$ cat config.mk
export PLATFORM = sky130hd
export DESIGN_NAME = network_interface
export DESIGN_NICKNAME = d
export VERILOG_FILES = /design/src/rtl/pa_noc.sv /design/src/rtl/synchronousFifo.sv /design/src/rtl/network_interface.sv
export SDC_FILE = /design/constraint.sdc
export NUM_CORES = 1
export LEC_CHECK = 0
export ABC_AREA = 1
export BUFFER_PORTS_ARGS = -buffer_cell sky130_fd_sc_hd__buf_2
export CORE_MARGIN = 1.5
export CORE_UTILIZATION = 45
export DETAILED_ROUTE_END_ITERATION = 8
export PLACE_DENSITY = 0.73
export SYNTH_ARGS = -nofsm -noshare
export SYNTH_HDL_FRONTEND = slang
export SYNTH_SLANG_ARGS = --single-unit
$ cat constraint.sdc
create_clock -name i_clk -period 5.6 [get_ports i_clk]
set_input_delay 0.28 -clock i_clk [delete_from_list [all_inputs] [get_ports i_clk]]
set_output_delay 0.28 -clock i_clk [all_outputs]
set_load 0.01 [all_outputs]
$ cat src/rtl/pa_noc.sv
// Shared NoC definitions: packet geometry, field positions and a packet builder.
package pa_noc;

    localparam int PACKET_WIDTH  = 16;
    localparam int COORD_WIDTH   = 2;
    localparam int PAYLOAD_WIDTH = PACKET_WIDTH - 8;

    localparam int DEST_COL_LSB = 0;
    localparam int DEST_ROW_LSB = 2;
    localparam int SRC_COL_LSB  = 4;
    localparam int SRC_ROW_LSB  = 6;
    localparam int PAYLOAD_LSB  = 8;

    // Field order mirrors the wire layout, MSB first.
    typedef struct packed {
        logic [PAYLOAD_WIDTH-1:0] payload;
        logic [COORD_WIDTH-1:0]   srcRow;
        logic [COORD_WIDTH-1:0]   srcCol;
        logic [COORD_WIDTH-1:0]   destRow;
        logic [COORD_WIDTH-1:0]   destCol;
    } nocPacket_t;

    function automatic nocPacket_t makePacket(
        input logic [PAYLOAD_WIDTH-1:0] payload,
        input logic [COORD_WIDTH-1:0]   srcRow,
        input logic [COORD_WIDTH-1:0]   srcCol,
        input logic [COORD_WIDTH-1:0]   destRow,
        input logic [COORD_WIDTH-1:0]   destCol
    );
        nocPacket_t p;
        p.payload = payload;
        p.srcRow  = srcRow;
        p.srcCol  = srcCol;
        p.destRow = destRow;
        p.destCol = destCol;
        return p;
    endfunction

endpackage

$ cat src/rtl/synchronousFifo.sv
// First-word-fall-through synchronous FIFO; simultaneous push and pop is legal even when full.
module synchronousFifo #(
    parameter int WIDTH         = 8,
    parameter int ADDRESS_WIDTH = 2
) (
    input  logic             i_clk,
    input  logic             i_arst_n,
    input  logic             i_push,
    input  logic [WIDTH-1:0] i_data,
    input  logic             i_pop,
    output logic [WIDTH-1:0] o_data,
    output logic             o_full,
    output logic             o_empty
);

    localparam int DEPTH = 2 ** ADDRESS_WIDTH;

    logic [WIDTH-1:0]         mem [DEPTH];
    logic [ADDRESS_WIDTH-1:0] wrPtr;
    logic [ADDRESS_WIDTH-1:0] rdPtr;
    logic [ADDRESS_WIDTH:0]   count;
    logic                     doPush;
    logic                     doPop;

    assign o_full  = (count == (ADDRESS_WIDTH+1)'(DEPTH));
    assign o_empty = (count == '0);
    assign doPop   = i_pop && !o_empty;
    assign doPush  = i_push && (!o_full || doPop);
    assign o_data  = mem[rdPtr];

    // Pointer and occupancy bookkeeping.
    // NOTE: sequential state uses non-blocking assignments so every flop samples pre-edge values.
    always_ff @(posedge i_clk or negedge i_arst_n) begin
        if (!i_arst_n) begin
            wrPtr <= '0;
            rdPtr <= '0;
            count <= '0;
        end else begin
            if (doPush) wrPtr <= wrPtr + 1'b1;
            if (doPop)  rdPtr <= rdPtr + 1'b1;
            if (doPush && !doPop)      count <= count + 1'b1;
            else if (doPop && !doPush) count <= count - 1'b1;
        end
    end

    // Storage array write port.
    // NOTE: the memory is deliberately not reset; emptiness is defined by the pointers, so contents are don't-care.
    always_ff @(posedge i_clk) begin
        if (doPush) mem[wrPtr] <= i_data;
    end

endmodule

$ cat src/rtl/network_interface.sv
// Core-to-router adapter: packs and injects TX packets, accepts and checks RX deliveries, keeps status counters.
module network_interface
    import pa_noc::*;
#(
    parameter int GRID_WIDTH         = 4,
    parameter int FIFO_ADDRESS_WIDTH = 2,
    parameter int NI_ROW             = 0,
    parameter int NI_COL             = 0
) (
    input  logic                     i_clk,
    input  logic                     i_arst_n,
    input  logic [PAYLOAD_WIDTH-1:0] i_txPayload,
    input  logic [COORD_WIDTH-1:0]   i_txDestRow,
    input  logic [COORD_WIDTH-1:0]   i_txDestCol,
    input  logic                     i_txValid,
    output logic                     o_txReady,
    output logic [PACKET_WIDTH-1:0]  o_router,
    output logic                     o_routerValid,
    input  logic                     i_routerReady,
    input  logic [PACKET_WIDTH-1:0]  i_router,
    input  logic                     i_routerValid,
    output logic                     o_routerReady,
    output logic [PAYLOAD_WIDTH-1:0] o_rxPayload,
    output logic [COORD_WIDTH-1:0]   o_rxSrcRow,
    output logic [COORD_WIDTH-1:0]   o_rxSrcCol,
    output logic                     o_rxValid,
    input  logic                     i_rxReady,
    output logic [15:0]              o_txCount,
    output logic [15:0]              o_rxCount,
    output logic                     o_misroute,
    input  logic                     i_clearStatus
);

    localparam int DEPTH    = 2 ** FIFO_ADDRESS_WIDTH;
    localparam int OCC_W    = FIFO_ADDRESS_WIDTH + 1;
    localparam int RX_WIDTH = PACKET_WIDTH - SRC_COL_LSB;
    localparam logic [COORD_WIDTH-1:0] MY_ROW = COORD_WIDTH'(NI_ROW);
    localparam logic [COORD_WIDTH-1:0] MY_COL = COORD_WIDTH'(NI_COL);

    if ($clog2(GRID_WIDTH) != COORD_WIDTH) begin : gBadGrid
        $error("GRID_WIDTH does not match the packet coordinate width");
    end

    // ---------------- TX path ----------------
    nocPacket_t              txPacket;
    logic [PACKET_WIDTH-1:0] txHead;
    logic                    txFull;
    logic                    txEmpty;
    logic                    txPush;
    logic                    txPop;

    assign txPacket      = makePacket(i_txPayload, MY_ROW, MY_COL, i_txDestRow, i_txDestCol);
    assign o_txReady     = !txFull;
    assign txPush        = i_txValid && !txFull;
    // The router writes on valid alone, so valid must never be raised while it is not ready.
    assign o_routerValid = !txEmpty && i_routerReady;
    assign txPop         = o_routerValid;
    assign o_router      = txEmpty ? '0 : txHead;

    synchronousFifo #(.WIDTH(PACKET_WIDTH), .ADDRESS_WIDTH(FIFO_ADDRESS_WIDTH)) uTxFifo (
        .i_clk   (i_clk),
        .i_arst_n(i_arst_n),
        .i_push  (txPush),
        .i_data  (txPacket),
        .i_pop   (txPop),
        .o_data  (txHead),
        .o_full  (txFull),
        .o_empty (txEmpty)
    );

    // ---------------- RX path ----------------
    logic                readyQ;
    logic                arrival;
    logic                destOk;
    logic                rxPush;
    logic                rxPop;
    logic                rxEmpty;
    logic                unusedRxFull;
    logic [OCC_W-1:0]    rxOccupancy;
    logic [OCC_W-1:0]    rxFree;
    logic [RX_WIDTH-1:0] rxHead;

    // A valid without a committed ready is the router re-presenting the same packet; ignore it.
    assign arrival = i_routerValid && readyQ;
    assign destOk  = (i_router[DEST_ROW_LSB +: COORD_WIDTH] == MY_ROW)
                  && (i_router[DEST_COL_LSB +: COORD_WIDTH] == MY_COL);
    assign rxPush  = arrival && destOk;
    assign rxPop   = o_rxValid && i_rxReady;
    assign rxFree  = OCC_W'(DEPTH) - rxOccupancy;
    // Keep one slot in reserve for a packet the router has already committed.
    assign o_routerReady = (rxFree >= OCC_W'(2)) || ((rxFree == OCC_W'(1)) && !arrival);

    assign o_rxValid   = !rxEmpty;
    assign o_rxPayload = rxHead[PAYLOAD_LSB - SRC_COL_LSB +: PAYLOAD_WIDTH];
    assign o_rxSrcRow  = rxHead[SRC_ROW_LSB - SRC_COL_LSB +: COORD_WIDTH];
    assign o_rxSrcCol  = rxHead[0 +: COORD_WIDTH];

    synchronousFifo #(.WIDTH(RX_WIDTH), .ADDRESS_WIDTH(FIFO_ADDRESS_WIDTH)) uRxFifo (
        .i_clk   (i_clk),
        .i_arst_n(i_arst_n),
        .i_push  (rxPush),
        .i_data  (i_router[PACKET_WIDTH-1:SRC_COL_LSB]),
        .i_pop   (rxPop),
        .o_data  (rxHead),
        .o_full  (unusedRxFull),
        .o_empty (rxEmpty)
    );

    // Delayed ready (what the router committed against) and local RX occupancy.
    always_ff @(posedge i_clk or negedge i_arst_n) begin
        if (!i_arst_n) begin
            readyQ      <= 1'b0;
            rxOccupancy <= '0;
        end else begin
            readyQ <= o_routerReady;
            case ({rxPush, rxPop})
                2'b10:   rxOccupancy <= rxOccupancy + 1'b1;
                2'b01:   rxOccupancy <= rxOccupancy - 1'b1;
                default: rxOccupancy <= rxOccupancy;
            endcase
        end
    end

    // Saturating traffic counters and sticky misroute flag; clear wins over increment.
    always_ff @(posedge i_clk or negedge i_arst_n) begin
        if (!i_arst_n) begin
            o_txCount  <= '0;
            o_rxCount  <= '0;
            o_misroute <= 1'b0;
        end else if (i_clearStatus) begin
            o_txCount  <= '0;
            o_rxCount  <= '0;
            o_misroute <= 1'b0;
        end else begin
            if (txPop && (o_txCount != 16'hFFFF))  o_txCount <= o_txCount + 16'd1;
            if (rxPush && (o_rxCount != 16'hFFFF)) o_rxCount <= o_rxCount + 16'd1;
            if (arrival && !destOk)                o_misroute <= 1'b1;
        end
    end

endmodule

==> summary.txt <==
Floorplan
  • Die Wd: 126 um
  • Rows: 44
  • Die height: 126 um
  • Placeable Area: 14600 sq um
  • Die area: 15800 sq um
  • Initial Util: 46.3%
  • # IOs: 100

Yosys
  • Number of distinct library cells after synthesis: 36
  • Yosys warns: 0
  • Top cell type by total area after synthesis: edfxtp_1
  • Mux contribution to synthesized area: 0.332%
  • Mapped Cells: 664
  • Post-synth top cells: nor2_1, nand2_1, edfxtp_1
  • Simple-Gate Fraction of Synth Area: 18.0%
  • Synth async-reset ratio: 34.7%
  • Combinational family with the most area after synthesis: simple AND/OR/NAND/NOR gates
  • Count of state elements after synthesis: 147
  • Sequential-to-total area share from yosys stat: 61.4%
  • Yosys top cell area share: 42.5%
  • Synth Area in Adders: 3.84%
  • Syn Area/Cell: 10.2 sq um
  • Synthesized cell area: 6780 sq um
  • Number of synthesized flops with an enable pin: 96
  • Synth top area cells: edfxtp_1, dfrtp_1, nor2_1
  • Most used DFF post-synth: edfxtp_1
  • Xor-xnor portion of the synthesized cell area: 2.97%
  • Most frequent cell after synthesis: nor2_1
  • Post-synthesis compound-gate area fraction: 8.29%

Clocking
  • Post-CTS Setup Bufs: 0
  • Clk root buf: clkbuf_16
  • TritonCTS clock tree: done
  • Clk_lat worst skew: 0.42 ns
  • H-tree lvl count: 4
  • Longest Clk Path Bufs: 2
  • Clock sink count: 147
  • Reg clk slew, reported paths: 0.06 ns
  • Cts bufs inserted: 17

Place
  • Dpl hpwl: 8860 um
  • Dpl cell area: 7390 sq um
  • Placement Setup Slack: 3.00 ns
  • Placer Congestion: 0.832
  • I/O Buffers: 95

Timing
  • Clock Skew: 0.00731 ns
  • Setup ws final: 2.84 ns
  • Final Hold Viols: 0
  • Pins Over Slew Limit: 0
  • Worst-Margin Slew: 1.17 ns
  • Final period util: 49.2%
  • Setup TNS: 0 ns
  • Max-Slew Margin vs Limit: 21.6%
  • RSZ-0062 raised after global routing: false
  • Fmax: 363 MHz
  • Setup violators final: 0
  • Min Tclk post-route: 2.76 ns

Detailed routing
  • Wire length on met2: 6330 um
  • Uppermost layer routed: met4
  • Antenna-violating nets left: 0
  • 1st-iter DRT viols: 281
  • Per-cell routed wire length: 14.1 um
  • Pre-antenna DRT Iters: 6
  • Met3 routed WL: 711 um
  • Via density: 5.09
  • Drt drc: 5
  • Met1 WL: 6240 um
  • Final wirelength: 13500 um
  • Vias: 4877

Global routing
  • First-pass GRT wire length: 22600 um
  • Number of global-route vias before repair: 4643
  • GR Util All Layers: 18.2%
  • Largest net degree at the start of global routing: 52
  • Initial antenna violation count: 0
  • Grt ovf: 0

Run status
  • Failing checks: DRC
  • Status: finished with violations

Power and ir drop
  • Power per Cell Area: 442 nW/um^2
  • Sw Share: 33.7%
  • Maximum VDD drop: 184 uV
  • Pleak: 3.39 nW
  • Pwr Total: 0.00353 W
  • Switching power: 0.00119 W
  • Pint: 0.00234 W
  • Clock power share: 31.6%
  • Combinational power share: 26.8%
  • Seq pwr share: 41.6%

Final layout
  • Final core occ: 54.5%
  • Antenna Cells: 0
  • Total Nets Final: 816
  • Final instance area: 7990 sq um
  • P&R area growth vs syn: 17.9%
  • Share of cells above drive strength 1: 19.1%

Worst setup path
  • WS Path Type: register to output pin
  • Worst setup EP type: output pin
  • Data arrival, critical path: 2.48 ns
  • CP max FO: 26
  • Critical Path RT: 5.32 ns
  • Critical path launch point type: register

Hold path
  • Min-delay worst type: input port to register

Flow run
  • Max-Cap Viols: 0
==> path summary, 6_finish.rpt <==
check | startpoint | slack [ns] | to | cells past startpoint
hold / removal | i_txPayload[2] | 0.07 | uTxFifo.mem[1][6]$_DFFE_PP_ | 1
setup reg to reg | uTxFifo.count[1]$_DFFE_PN0P_ | 2.98 | uTxFifo.count[2]$_DFFE_PN0P_ | 9
min in group asynchronous | i_arst_n | 0.51 | uTxFifo.count[1]$_DFFE_PN0P_ | 3
setup / recovery | uRxFifo.rdPtr[0]$_DFFE_PN0P_ | 2.84 | o_rxPayload[1] | 4
max in group asynchronous | i_arst_n | 4.64 | uTxFifo.rdPtr[1]$_DFFE_PN0P_ | 3
hold reg to reg | o_misroute$_DFFE_PN0P_ | 0.50 | o_misroute$_DFFE_PN0P_ | 2
==> worst max-delay path: stages (launching register included) <==
cell	delay, ns
dfrtp_1	0.87
inv_1	0.57
o21ai_0	0.32
o22ai_1	0.14
buf_2	0.16
==> layout by cell type, fill, tap and decap left out, types with 2 or more instances in the layout <==
master	n
buf_2	95
dfrtp_1	51
ha_1	16
nor2_2	3
o21bai_1	7
inv_2	3
clkinv_1	2
a21oi_1	16
clkbuf_16	17
nand4_1	14
o21ai_1	6
inv_1	54
fa_1	3
nor2_1	112
edfxtp_1	96
nor3_2	2
nor2_4	2
inv_6	3
bufinv_16	2
buf_4	3
nand2_2	2
nand2_1	104
conb_1	4
clkinv_2	3
o21ai_0	60
xor2_1	17
or2_2	3
mux2_2	2
nand3_1	42
clkinvlp_4	3
xnor2_1	6
inv_8	2
o22ai_1	12
==> cells by family after synthesis <==
family                   after synthesis
multiplexers                           2
AO/OA/AOI/OAI                        104
other                                  1
XOR/XNOR                              23
adder cells (fa/ha/maj)               19
buffers and inverters                 82
AND/OR/NAND/NOR                      286
flip-flops                           147
==> repair_timing <==
item                      in CTS  in global routing
resized for setup              0                  0
hold buffers                   1                  0
hold endpoints to repair      38                  0
==> power by group through the flow <==
| stage | Combinational [W] | Clock (W) | Sequential [W] |
|---|---|---|---|
| 6_report | 0.000947 | 0.00112 | 0.00147 |
| 3_3_place_gp | 0.000938 | 0 | 0.00149 |
| 5_1_grt | 0.00108 | 0.00119 | 0.00149 |
| 2_1_floorplan | 0.000704 | 0 | 0.00140 |
| 3_5_place_dp | 0.000959 | 0 | 0.00149 |
| 4_1_cts | 0.000966 | 0.00114 | 0.00147 |
==> final cells by class <==
class	instances	area [sq um]
Clock buffer	18	429
Clock inverter	14	154
Fill cell	1306	6660
Inverter	59	223
Multi-Input combinational cell	438	2280
Sequential cell	147	4160
Tap cell	184	230
Timing Repair Buffer	99	508
==> stage by stage <==
step                      hold slack (ns)  instances
final                              0.0671        959
after global routing               0.0560        959
after CTS                          0.0453        959
after floorplan                   -0.0156        667
after global placement              0.443        926
after detailed placement            0.450        926
==> sequential cells by signal, indices dropped and copies added (netlist names) <==
| name | cells |
|---|---|
| uRxFifo.mem | 48 |
| uTxFifo.mem | 48 |
| o_rxCount | 16 |
| o_txCount | 16 |
| rxOccupancy | 3 |
| uRxFifo.count | 3 |
| uTxFifo.count | 3 |
| uRxFifo.rdPtr | 2 |
| uRxFifo.wrPtr | 2 |
| uTxFifo.rdPtr | 2 |
| uTxFifo.wrPtr | 2 |
| o_misroute | 1 |
| readyQ | 1 |
==> metal layers <==
metal  track usage [%]  vias up
met1              24.4     2313
met3              4.12       19
met4              8.07        0
met2              28.4      111
li1                  -     2434
met5                 0        -
(Power assumes the default switching activity.)
